$ cat config.mk
export PLATFORM = sky130hd
export DESIGN_NAME = rr_arbiter4
export DESIGN_NICKNAME = d
export VERILOG_FILES = /design/src/rtl/arb_pkg.sv /design/src/rtl/rr_pick4.sv /design/src/rtl/rr_arbiter4.sv
export SDC_FILE = /design/constraint.sdc
export NUM_CORES = 1
export LEC_CHECK = 0
export BUFFER_PORTS_ARGS = -buffer_cell sky130_fd_sc_hd__buf_2
export CORE_AREA = 3 3 71 73
export DETAILED_ROUTE_END_ITERATION = 10
export DIE_AREA = 0 0 74 76
export SLEW_MARGIN = 40
export SYNTH_ARGS = -nofsm -noshare
export SYNTH_HDL_FRONTEND = slang
export SYNTH_HIERARCHICAL = 1
export SYNTH_SLANG_ARGS = --single-unit
$ cat constraint.sdc
create_clock -name clk_i -period 2.1 [get_ports clk_i]
set_input_delay 0.315 -clock clk_i [delete_from_list [all_inputs] [get_ports clk_i]]
set_output_delay 0.315 -clock clk_i [all_outputs]
set_load 0.01 [all_outputs]
$ cat src/rtl/arb_pkg.sv
// Shared types and constants for the four-input round-robin arbiter.
package arb_pkg;

    // Number of requesters served by the arbiter.
    localparam int N_REQ = 4;

    // Encoded requester index, also used as the round-robin priority pointer.
    typedef logic [1:0] ptr_t;

    // Arbiter handshake states.
    typedef enum logic [1:0] {
        IDLE  = 2'd0,
        OFFER = 2'd1,
        BUSY  = 2'd2
    } arbState_t;

endpackage

$ cat src/rtl/rr_pick4.sv
// Combinational rotating-priority picker: finds the first set request bit
// starting at the pointer position and wrapping around modulo four.
module rr_pick4
    import arb_pkg::*;
(
    input  logic [N_REQ-1:0] req_i,
    input  ptr_t             ptr_i,
    output logic [N_REQ-1:0] pick_o,
    output ptr_t             pick_idx_o
);

    ptr_t cand;
    logic found;

    // Scan ptr, ptr+1, ... (mod 4) and keep only the first requester seen.
    always_comb begin
        pick_o     = '0;
        pick_idx_o = '0;
        cand       = '0;
        found      = 1'b0;
        for (int k = 0; k < N_REQ; k++) begin
            cand = ptr_i + ptr_t'(k);
            if (!found && req_i[cand]) begin
                found        = 1'b1;
                pick_o[cand] = 1'b1;
                pick_idx_o   = cand;
            end
        end
    end

endmodule

$ cat src/rtl/rr_arbiter4.sv
// Four-input round-robin arbiter with a registered one-hot grant, a
// valid/ready acceptance handshake and a bounded busy hold with timeout.
module rr_arbiter4
    import arb_pkg::*;
#(
    parameter int TIMEOUT = 15
)
(
    input  logic             clk_i,
    input  logic             rst_i,
    input  logic [N_REQ-1:0] req_i,
    input  logic             gnt_ready_i,
    output logic [N_REQ-1:0] gnt_o,
    output logic             gnt_valid_o,
    output logic             busy_o,
    output logic             timeout_o
);

    localparam int               CNT_W    = $clog2(TIMEOUT + 1);
    localparam logic [CNT_W-1:0] CNT_LAST = CNT_W'(TIMEOUT - 1);

    arbState_t        state_q, state_d;
    logic [N_REQ-1:0] gnt_q, gnt_d;
    ptr_t             ptr_q, ptr_d;
    ptr_t             winIdx_q, winIdx_d;
    logic [CNT_W-1:0] holdCnt_q, holdCnt_d;
    logic             timeout_q, timeout_d;

    logic [N_REQ-1:0] pick;
    ptr_t             pickIdx;
    logic             winReq;

    rr_pick4 uPick (
        .req_i      (req_i),
        .ptr_i      (ptr_q),
        .pick_o     (pick),
        .pick_idx_o (pickIdx)
    );

    assign winReq = req_i[winIdx_q];

    // State register plus grant, pointer, winner index, hold counter and timeout pulse.
    always_ff @(posedge clk_i) begin
        if (rst_i) begin
            state_q   <= IDLE;
            gnt_q     <= '0;
            ptr_q     <= '0;
            winIdx_q  <= '0;
            holdCnt_q <= '0;
            timeout_q <= 1'b0;
        end else begin
            state_q   <= state_d;
            gnt_q     <= gnt_d;
            ptr_q     <= ptr_d;
            winIdx_q  <= winIdx_d;
            holdCnt_q <= holdCnt_d;
            timeout_q <= timeout_d;
        end
    end

    // Next-state logic: offer the picked winner, accept on ready, release on withdrawal or timeout.
    always_comb begin
        state_d   = state_q;
        gnt_d     = gnt_q;
        ptr_d     = ptr_q;
        winIdx_d  = winIdx_q;
        holdCnt_d = holdCnt_q;
        timeout_d = 1'b0;
        case (state_q)
            IDLE: begin
                if (|req_i) begin
                    gnt_d    = pick;
                    winIdx_d = pickIdx;
                    state_d  = OFFER;
                end else begin
                    gnt_d = '0;
                end
            end
            OFFER: begin
                if (gnt_ready_i) begin
                    state_d   = BUSY;
                    ptr_d     = winIdx_q + ptr_t'(1);
                    holdCnt_d = '0;
                end else if (!winReq) begin
                    gnt_d   = '0;
                    state_d = IDLE;
                end
            end
            BUSY: begin
                if (!winReq) begin
                    gnt_d   = '0;
                    state_d = IDLE;
                end else if (holdCnt_q == CNT_LAST) begin
                    gnt_d     = '0;
                    timeout_d = 1'b1;
                    state_d   = IDLE;
                end else begin
                    holdCnt_d = holdCnt_q + 1'b1;
                end
            end
            default: begin
                gnt_d   = '0;
                state_d = IDLE;
            end
        endcase
    end

    assign gnt_o       = gnt_q;
    assign gnt_valid_o = (state_q == OFFER);
    assign busy_o      = (state_q == BUSY);
    assign timeout_o   = timeout_q;

endmodule

==> results.txt <==
- Measured along the x axis, the die boundary spans 74 um.
* Number of library cell types mapped by synthesis: 42
* Count of standard-cell rows: 24
- Post-CTS Hold Buffers: 0
- Drt drc: 0
* Number of nets in the layout: 182
- Initial core utilization: 29.4%
- Sorting the synthesized cells by area gives the leading types as dfxtp_1 (23%), mux4_2 (6.9%), ha_1 (6.8%).
- Static power due to leakage: 0.558 nW
- Counting every instance in the synthesized netlist gives 159.
- Across every metal layer, demand over resource in global routing totals 10.7%.
- Share of post-route cells with drive strength above 1: 24.6%
- Setup repair after global routing left no endpoint under its margin.
* Warnings, synthesis: 6
- At the worst endpoint, the required time is 2.29 ns.
* H-tree levels: 1
- Total overflow reported by the global router: 0
* Number of top-level design ports: 14
- Once detailed placement completed, the half-perimeter wirelength came to 1970 um.
* Die outline area: 5620 um^2
* Crit path capture type: register
- Final WL: 2890 um
- Setup violations remaining at the end of the flow were counted as 0.
- The final route contains 1222 vias.
* Post-Synthesis Mean Instance Area: 8.16 um^2
- Longest Clk Path Bufs: 2
- After clock tree synthesis, the clock-pin slew on the worst setup and hold paths is 0.07 ns.
- Number of hold violations in the final report: 0
- Final hold analysis gives a worst-case slack of 0.393 ns.
- Buffers inserted during clock tree synthesis total 3.
- Critical-path maximum fanout: 6
- Relative slew slack: 67.3%
- The synthesized design spends more area on one cell type than any other, namely dfxtp_1.
- Minimum period implied by the final worst setup slack: 1.98 ns
* Total inserted antenna cells: 0
- At the worst endpoint, the arrival time is 2.17 ns.
- Wire length of the first global-routing pass: 4970 um
- Floorplan core area: 4410 um^2
- Initial drt markers: 92
- For the final database, setup skew stands at 0.00562 ns.
- Skew-Pair Late Insertion Delay: 0.25 ns
* Maximum number of pins on one net before global-route repair: 20
- In the finished design, the share of the clock period the worst path needs comes to 94.1%.
- For this design, the sink count on the clock tree is 15.
- Synthesis inferred 15 register bits.
* Total negative slack for setup checks: 0 ns
- Type of the setup path with the least slack: reg2reg
- Vias in the first global route: 1033
- Transition time at the pin with the least slew margin: 0.489 ns
* Power density relative to cell area: 583 nW/um^2
- Number of buffers added on ports: 13
- The cell area that synthesis handed to floorplanning was 1300 um^2.
* Area share of the largest cell type after synthesis: 23.1%
- The run finished with clean final reports.
- Of the synthesized area, sequential elements account for 23.1%.
* Max-cap violation count: 0
* Worst hold-check path type: in2reg
- RD Place Congestion: 0.787
- Crit path launch type: register
- Peak VDD IR: 0.000193 V
* Post-route antenna net violation count: 0
* EDFF count, synth: 0
* Number of antenna violations at the first check in global routing: 0
- Max-slew violation count: 0
- Die height: 76 um
* Drt via density: 5.58
- Before antenna repair, the detailed router went through 4 iterations.
- Clock tree synthesis selected as its root buffer the cell clkbuf_8.
- Of all flip-flops after synthesis, the portion carrying an async set or reset was 0%.
* Synthesized net count: 173
- Layout overhead on the synthesized area: 13.1%
- Mean routed wirelength per cell: 13.2 um
- Most common library cell in the layout ignoring fill and taps: dfxtp_1
* Peak clock frequency supported by timing: 506 MHz
- In the layout the commonest cells are dfxtp_1 (14), buf_2 (13), nand2_1 (11).
- Clock tree from TritonCTS: built
- In the synthesized netlist the dominant register cell turns out to be dfxtp_1.
==> metrics by stage <==
| stage | instances | utilization (%) | power, mW | worst slack [ns] | cell area (um^2) |
|---|---|---|---|---|---|
| finish | 219 | 33.2 | 0.855 | 0.124 | 1470 |
| global route | 219 | 33.2 | 0.913 | 0.0264 | 1470 |
| floorplan | 159 | - | 0.559 | 0.0118 | 1310 |
| detailed placement | 212 | 31.5 | 0.614 | 0.0654 | 1390 |
| CTS | 216 | 32.6 | 0.856 | 0.0607 | 1440 |
| global placement | 212 | 31.5 | 0.615 | 0.105 | 1390 |
==> repair_timing <==
action / 4_1_cts / 5_1_grt
resized for setup: 0 / 2
buffers inserted: 0 / 3
endpoints found under the setup margin: 0 / 5
==> cells in the mapped netlist, drive strengths merged, types with 2 or more instances <==
cell    count
a211oi      2
a21oi       5
a221o       4
a311o       4
a31oi       5
and3b       3
buf         7
clkbuf     10
dfxtp      15
ha          7
inv         9
mux2i       3
mux4        4
nand2      11
nand2b      2
nand3       7
nand3b      2
nand4       7
nand4b      5
nor2        8
nor2b       7
nor3        2
nor3b       2
o211ai      4
o21ai      10
or2         3
==> cells by family (layout without fill, tap and decap cells) <==
group                    count (synthesis)  in the layout  synth area share (%)
adder cells (fa/ha/maj)                  7              7                  6.75
XOR/XNOR                                 1              1                 0.675
multiplexers                             7              7                  9.26
AND/OR/NAND/NOR                         63             63                  28.6
buffers and inverters                   26             34                  9.35
flip-flops                              15             15                  23.1
AO/OA/AOI/OAI                           40             40                  22.2
==> path summary, 6_finish.rpt <==
path / startpoint / to / slack [ns] / cells past startpoint
setup reg to reg: ptr_q[0] / gnt_o[2] / 0.12 / 8
hold / removal: gnt_ready_i / gnt_o[0] / 0.39 / 3
hold reg to reg: winIdx_q[1] / winIdx_q[1] / 0.52 / 2
setup / recovery: ptr_q[0] / gnt_o[2] / 0.12 / 8
==> per-layer routing <==
metal  routed length (um)  GRT usage [%]  vias to the layer above
met5                    0              0                        -
met4                   22           2.17                        0
met3                  155           2.64                        2
met2                 1240           15.8                       28
met1                 1470           15.5                      582
li1                     -              -                      610
==> layout make-up <==
class	instances	area (um^2)
fill	466	2950
sequential	15	304
clock buffer	3	41.3
tap	52	65.1
timing repair buffer	21	125
inverter	9	33.8
multi-input combinational	118	893
clock inverter	1	5.00
==> worst max-delay path, cell delays in order, from the launching register on <==
cell and delay [ns]:
dfxtp_4 0.37, inv_2 0.06, ha_4 0.30, mux4_2 0.36, or2_4 0.29, nor2b_4 0.14, a221o_2 0.15, nand4b_1 0.12
nand3_1 0.12
==> state kept, by name (all words and copies together), names as in the netlist <==
signal / flops
gnt_o: 4
holdCnt_q: 4
ptr_q: 2
state_q: 2
timeout_o: 1
winIdx_q: 2
==> report_power, final <==
group | internal (mW) | leakage, nW | total [mW] | switching (mW)
Sequential | 0.305 | 0.123 | 0.319 | 0.0145
Combinational | 0.135 | 0.410 | 0.299 | 0.164
Clock | 0.131 | 0.0255 | 0.237 | 0.105
Total | 0.571 | 0.558 | 0.855 | 0.284
Note: power is estimated with default switching activity, not from simulation.
